**config.mk**
```make
export PLATFORM = sky130hd
export DESIGN_NAME = bht_update_queue
export DESIGN_NICKNAME = d
export VERILOG_FILES = /design/src/rtl/bht_update_queue.sv
export SDC_FILE = /design/constraint.sdc
export NUM_CORES = 1
export LEC_CHECK = 0
export BUFFER_PORTS_ARGS = -buffer_cell sky130_fd_sc_hd__buf_2
export CAP_MARGIN = 0
export CORE_MARGIN = 5
export CORE_UTILIZATION = 55
export CTS_CLUSTER_SIZE = 25
export DETAILED_ROUTE_END_ITERATION = 7
export GPL_TIMING_DRIVEN = 0
export HOLD_SLACK_MARGIN = 0.1
export PLACE_DENSITY = 0.77
export SYNTH_ARGS = -nofsm -noshare
export SYNTH_HDL_FRONTEND = slang
export SYNTH_SLANG_ARGS = --single-unit
export TNS_END_PERCENT = 10
```
**constraint.sdc**
```tcl
create_clock -name clk_i -period 6.5 [get_ports clk_i]
set_clock_uncertainty 0.15 [all_clocks]
set_input_delay 0.325 -clock clk_i [delete_from_list [all_inputs] [get_ports clk_i]]
set_output_delay 0.325 -clock clk_i [all_outputs]
set_load 0.03 [all_outputs]
```
**src/rtl/bht_update_queue.sv**
```systemverilog
// rtl/bht_update_queue.sv - FIFO of resolved-branch updates drained into the shared BHT update port (optional BHT_UPDQ_BYPASS_EN)
module bht_update_queue #(
  parameter int VLEN       = 64,
  parameter int INDEX_BITS = 8,
  parameter int DEPTH      = 4
) (
  input  logic                       clk_i,
  input  logic                       rst_ni,
  input  logic                       flush_bp_i,
  input  logic                       debug_mode_i,
  input  logic                       resolved_valid_i,
  input  logic [VLEN-1:0]            resolved_pc_i,
  input  logic                       resolved_taken_i,
  input  logic [INDEX_BITS-1:0]      resolved_index_i,
  input  logic                       port_busy_i,
  output logic                       bht_update_valid_o,
  output logic [VLEN-1:0]            bht_update_pc_o,
  output logic                       bht_update_taken_o,
  output logic [INDEX_BITS-1:0]      bht_update_index_o,
  output logic [$clog2(DEPTH+1)-1:0] count_o,
  output logic                       full_o,
  output logic                       dropped_o
);

  localparam int PTR_W = $clog2(DEPTH);
  localparam int CNT_W = $clog2(DEPTH + 1);
  localparam logic [CNT_W-1:0] DEPTH_C = CNT_W'(DEPTH);

  logic [VLEN-1:0]       pc_mem    [DEPTH];
  logic                  taken_mem [DEPTH];
  logic [INDEX_BITS-1:0] index_mem [DEPTH];

  logic [PTR_W-1:0] head_q;
  logic [PTR_W-1:0] tail_q;
  logic [CNT_W-1:0] count_q;
  logic             dropped_q;

  logic has_head;
  logic pop;
  logic push_req;
  logic room;
  logic byp;
  logic push;
  logic drop;

  assign has_head = (count_q != '0);
  // The BHT has no ready: presenting valid is the pop.
  assign pop      = has_head & ~port_busy_i & ~debug_mode_i & ~flush_bp_i;
  assign push_req = resolved_valid_i & ~debug_mode_i & ~flush_bp_i;
  // A full queue can still take an entry when the head leaves this cycle.
  assign room     = (count_q < DEPTH_C) | pop;

`ifdef BHT_UPDQ_BYPASS_EN
  // Empty queue and a free port: hand the update straight to the BHT.
  assign byp = ~has_head & push_req & ~port_busy_i;
`else
  assign byp = 1'b0;
`endif

  assign push = push_req & room & ~byp;
  assign drop = push_req & ~room;

  // Entry storage; contents are only visible while counted, so no reset needed.
  always_ff @(posedge clk_i) begin
    if (push) begin
      pc_mem[tail_q]    <= resolved_pc_i;
      taken_mem[tail_q] <= resolved_taken_i;
      index_mem[tail_q] <= resolved_index_i;
    end
  end

  // Pointers, occupancy and the registered drop pulse.
  always_ff @(posedge clk_i or negedge rst_ni) begin
    if (!rst_ni) begin
      head_q    <= '0;
      tail_q    <= '0;
      count_q   <= '0;
      dropped_q <= 1'b0;
    end else begin
      dropped_q <= drop;
      if (flush_bp_i) begin
        head_q  <= '0;
        tail_q  <= '0;
        count_q <= '0;
      end else begin
        if (push) tail_q <= tail_q + PTR_W'(1);
        if (pop)  head_q <= head_q + PTR_W'(1);
        if (push && !pop)      count_q <= count_q + CNT_W'(1);
        else if (pop && !push) count_q <= count_q - CNT_W'(1);
      end
    end
  end

  // Output mux: bypassed input, else head entry, else zeros when empty.
  always_comb begin
    bht_update_valid_o = pop | byp;
    bht_update_pc_o    = '0;
    bht_update_taken_o = 1'b0;
    bht_update_index_o = '0;
    if (byp) begin
      bht_update_pc_o    = resolved_pc_i;
      bht_update_taken_o = resolved_taken_i;
      bht_update_index_o = resolved_index_i;
    end else if (has_head) begin
      bht_update_pc_o    = pc_mem[head_q];
      bht_update_taken_o = taken_mem[head_q];
      bht_update_index_o = index_mem[head_q];
    end
  end

  assign count_o   = count_q;
  assign full_o    = (count_q == DEPTH_C);
  assign dropped_o = dropped_q;

endmodule

```
# Word-level counts from Yosys, hierarchy flattened
# Memories as Yosys holds them, arrays and structs flattened.
# Cells that the tools add are included.
[classes]
addsub = 4
multipliers = 0
div = 0
magnitude_cmp = 1
eq_ne = 1
shifts = 0
muxes = 12
n_bitwise = 12
reduce_logical = 8
[op_table]
columns = ["cell", "count"]
rows = [
  ["64-bit 2-to-1 mux", 1],
  ["3-bit 2-to-1 mux", 3],
  ["2-bit 2-to-1 mux", 4],
  ["8-bit 2-to-1 mux", 1],
  ["1-bit AND", 7],
  ["3-bit nonzero test", 2],
  ["2-bit by 1-bit adder with 2-bit output (second input constant)", 2],
  ["1-bit NOT", 4],
  ["2-bit nonzero test", 2],
  ["3-bit by 1-bit adder with 3-bit output (second input constant)", 1],
  ["3-bit == test (second input constant)", 1],
  ["3-bit less-than comparator (second input constant)", 1],
  ["1-bit 2-to-1 mux", 3],
  ["3-bit by 1-bit subtractor with 3-bit output (second input constant)", 1],
  ["1-bit logical AND", 2],
  ["1-bit logical NOT", 2],
  ["1-bit OR", 1],
]
[word_totals]
regBits = 8
latchBits = 0
ram_bits = 292
rom_bits = 0
input_bits = 79
output_inout_bits = 79
mem_count = 3
[mem_list]
columns = ["name", "depth", "width", "rd", "rd_clocked_by_memory_dff", "write_ports", "line_no", "rtl"]
rows = [
  ["pc_mem", 4, 64, 1, 0, 1, "29", "logic [VLEN-1:0] pc_mem [DEPTH];"],
  ["index_mem", 4, 8, 1, 0, 1, "31", "logic [INDEX_BITS-1:0] index_mem [DEPTH];"],
  ["taken_mem", 4, 1, 1, 0, 1, "30", "logic taken_mem [DEPTH];"],
]

# Depth between registers and ports, before layout
[logic_depth]
word_depth = 11
depth_mapped = 8

# Worst setup path before layout
# Ideal clock, no wire load.
[synth_path]
path_type = "reg-to-reg"
from = "register count_q[2], in the netlist count_o[2]"
to = "memory index_mem[0][0] (enable)"
arrival_time_ps = 2766
path_slack_ps = 3145
path_stages_with_launch = 4
synth_period_minus_slack_ps = 3355
path_cell_list = "dfrtp_1 -> nand2_1 -> nor3b_2 -> and2_1"
[synth_between]
elab_chain_len = 8
word_cells_on_any_way = 9
[synth_rtl]
columns = ["item", "line_no", "rtl"]
rows = [
  ["from (decl)", "35", "logic [CNT_W-1:0] count_q;"],
  ["from (signal assigned)", "88", "if (push && !pop) count_q <= count_q + CNT_W'(1);"],
  ["from (signal assigned)", "89", "else if (pop && !push) count_q <= count_q - CNT_W'(1);"],
  ["3-bit nonzero test", "46", "assign has_head = (count_q != '0);"],
  ["1-bit AND (3 in a row)", "48", "assign pop = has_head & ~port_busy_i & ~debug_mode_i & ~flush_bp_i;"],
  ["1-bit OR (*)", "51", "assign room = (count_q < DEPTH_C) | pop;"],
  ["1-bit AND (*)", "60", "assign push = push_req & room & ~byp;"],
  ["1-bit 2-to-1 mux (*)", "65", "if (push) begin"],
  ["1-bit 2-to-1 mux (not written as such) (*)", "68", "index_mem[tail_q] <= resolved_index_i;"],
  ["to (decl)", "31", ""],
]
# Every way passes the cells marked *; elsewhere a longest branch is shown, timed or not.

# Final worst setup path
[layout_path]
from = "register head_q[1]"
to = "output bht_update_pc_o[24]"
[layout_between]
elab_chain_len = 2
[layout_rtl]
columns = ["item", "line_no", "rtl"]
rows = [
  ["from (decl)", "33", "logic [PTR_W-1:0] head_q;"],
  ["from (signal assigned)", "87", "if (pop) head_q <= head_q + PTR_W'(1);"],
  ["memory 4 x 64 bit", "n/a", ""],
  ["64-bit 2-to-1 mux", "104", "end else if (has_head) begin"],
  ["to (decl)", "17", "output logic [VLEN-1:0] bht_update_pc_o,"],
]
# Every way passes these cells.

==> out/qor.yml <==
outcome: "completed"
maxSlewHeadroom: 0.5291
initial_core_util: 0.5529
routedWlPerCell_um: 21.30
ios: 158
timing_hold_violations_final: 0
wl_met1_um: 8980
first_pass_iters: 4
cts_htree_levels: 1
dp_hpwl_um: 14280
yosysMostFrequentCell: "edfxtp_1"
nets: 873
slew_viol_final: 0
synth-edff-count: 292
die_x_um: 154.7
core_um2: 20820
cts.path.max_buffers: 3
drive_above_1_share: 0.3585
synth_seq_cells: 300
p_leak_nw: 5.003
setup_violations: 0
clk_pin_slew_worst_paths_ps: 60
numCtsBuffers: 29
dr_wl_met2_um: 12450
hold_class: "in2reg"
ir_drop_v: 0.0002463
antenna_found_initial: 0
grt_max_degree: 44
fin_crit_sh: 0.4651
clk_latency_ps: 530
vias: 5877
synth_top_cell_by_area: "edfxtp_1"
crit_path_end_kind: "primary output"
fmax_mhz: 330.8
netlist_top_cells_count: "292 x edfxtp_1, 73 x mux4_2, 73 x nor2b_1, 11 x clkbuf_1, 10 x nor2_1"
startpoint: "head_q[1]"
period_needed_ps: 3023
ys_top_cells_by_area: "edfxtp_1 76%, mux4_2 14%, nor2b_1 4.0%, dfrtp_1 1.7%, ha_1 0.43%"
drc_errors: 0
antennaDiodeCount: 0
worst_slew_pin_slew_ps: 706.4
post-cts-setup-buffers: 0
yosysWarningCount: 0
drt-initial-drc-count: 339
syn_avg_cell_area_um2: 22.27
arrival_ps: 2550
yosys.area.top_type_share: 0.7616
critPathRequiredTime_ps: 6020
rsz0062_at_grt: "false"
start_kind: "register"
cts_tree: "built"
grt_pass1_vias: 6487
hp-start: "resolved_pc_i[42]"
ys.flop_type: "edfxtp_1"
cts_root_buf: "clkbuf_16"
syn-instance-count: 517
cp_max_fo: 10
utilization: 0.6932
synthArstFlopShare: 0.02667
synth_cell_types: 27
worst-setup-path-type: "reg2out"
vias_per_cell: 5.422
max-cap-violations: 0
synth_area_um2: 11510
io_buffers: 157
fin_tns_setup_ps: 0
r2r_start: "count_o[2]"
area_delta_synth_final_pct: 25.36
globalplace.congestion: 0.7717
num_rows: 53
grt-ovfl-total: 0
ys_seq_area_frac: 0.7790
wl_met3_um: 1257
maxUsedRoutingLayer: "met4"
grt_pass1_wl_um: 35740
cts.sinks: 300
dieArea_um2: 23930
ant_nets: 0
drt_wl_total_um: 23090
grt_usage: 0.1924
p_per_area_nw_per_um2: 299.5
fp.dieH_um: 154.7
syn_nets: 601
[flip-flops by register name (all words and copies together), names as in the netlist]
signal	count
head_q	2
tail_q	2
taken_mem	4
pc_mem	256
count_o	3
index_mem	32
dropped_o	1
[repair_timing]
action | in CTS | in global routing
endpoints found under the setup margin | 0 | 0
endpoints found under the hold margin | 306 | 0
resized for setup | 0 | 0
hold buffers | 80 | 0
[kinds of logic (layout without fill, tap and decap cells)]
kind of cell | Yosys count | count (layout) | share of synthesized area
AO/OA/AOI/OAI | 2 | 2 | 0.0009780
adder cells (fa/ha/maj) | 5 | 5 | 0.006086
XOR/XNOR | 3 | 3 | 0.002283
buffers and inverters | 31 | 323 | 0.01271
flip-flops | 300 | 300 | 0.7790
multiplexers | 77 | 77 | 0.1465
AND/OR/NAND/NOR | 99 | 99 | 0.05249
[cells in the final DEF (no fill, tap or decap), drive strengths merged, types with 2 or more instances in the layout]
master and n:
edfxtp 292, buf 176, dlygate4sd3 80, mux4 73
nor2b 73, clkbuf 46, clkinv 13, nor2 10
dfrtp 8, inv 6, and2 5, ha 4
nand2 3, or3 2, mux2i 2, mux2 2
xnor2 2, bufinv 2, nor3 2
[stage by stage]
stage	hold slack [ps]	instances	area, µm²	setup WS [ps]	total power, mW
2_1_floorplan	-120.6	517	11510	3145	2.586
3_3_place_gp	26.36	949	12640	1828	2.772
3_5_place_dp	27.56	953	12760	3886	2.786
4_1_cts	358.5	1084	14430	3430	4.364
5_1_grt	375.6	1084	14430	3343	4.480
6_report	386.6	1084	14430	3477	4.323
[area by class of cell]
| cell class | count | area (µm²) |
|---|---|---|
| buffer | 26 | 127.6 |
| clock buffer | 35 | 748.2 |
| tap | 275 | 344.1 |
| sequential | 300 | 8969 |
| timing repair buffer | 241 | 1697 |
| multi-input combinational | 186 | 2409 |
| fill | 1314 | 6389 |
| inverter | 5 | 18.77 |
| clock inverter | 16 | 121.4 |
[critical path, cell delays in order, from the launching register on]
cell,delay [ps]
dfrtp_1,330
buf_2,290
clkbuf_1,580
mux4_2,420
nor2b_1,160
buf_2,210
[layer usage]
metal | vias up | track usage
met4 | 0 | 0.04668
met1 | 3040 | 0.2434
met3 | 35 | 0.03106
li1 | 2625 | -
met5 | - | 0
met2 | 177 | 0.3509
[worst paths after layout]
kind,end,slack [ps],cells past startpoint
max,bht_update_pc_o[24],3480,5
min in group asynchronous,dropped_o,660,3
min reg2reg,tail_q[1],490,2
min,pc_mem[1][42],390,2
max reg2reg,pc_mem[0][27],3990,4
max in group asynchronous,tail_q[1],5260,3
[power by group]
group,switching (mW),total (mW),internal (mW)
clock,0.659,1.55,0.890
sequential,0.00972,2.16,2.15
combinational,0.392,0.615,0.223
total,1.06,4.32,3.26
Note: power is estimated with default switching activity, not from simulation.
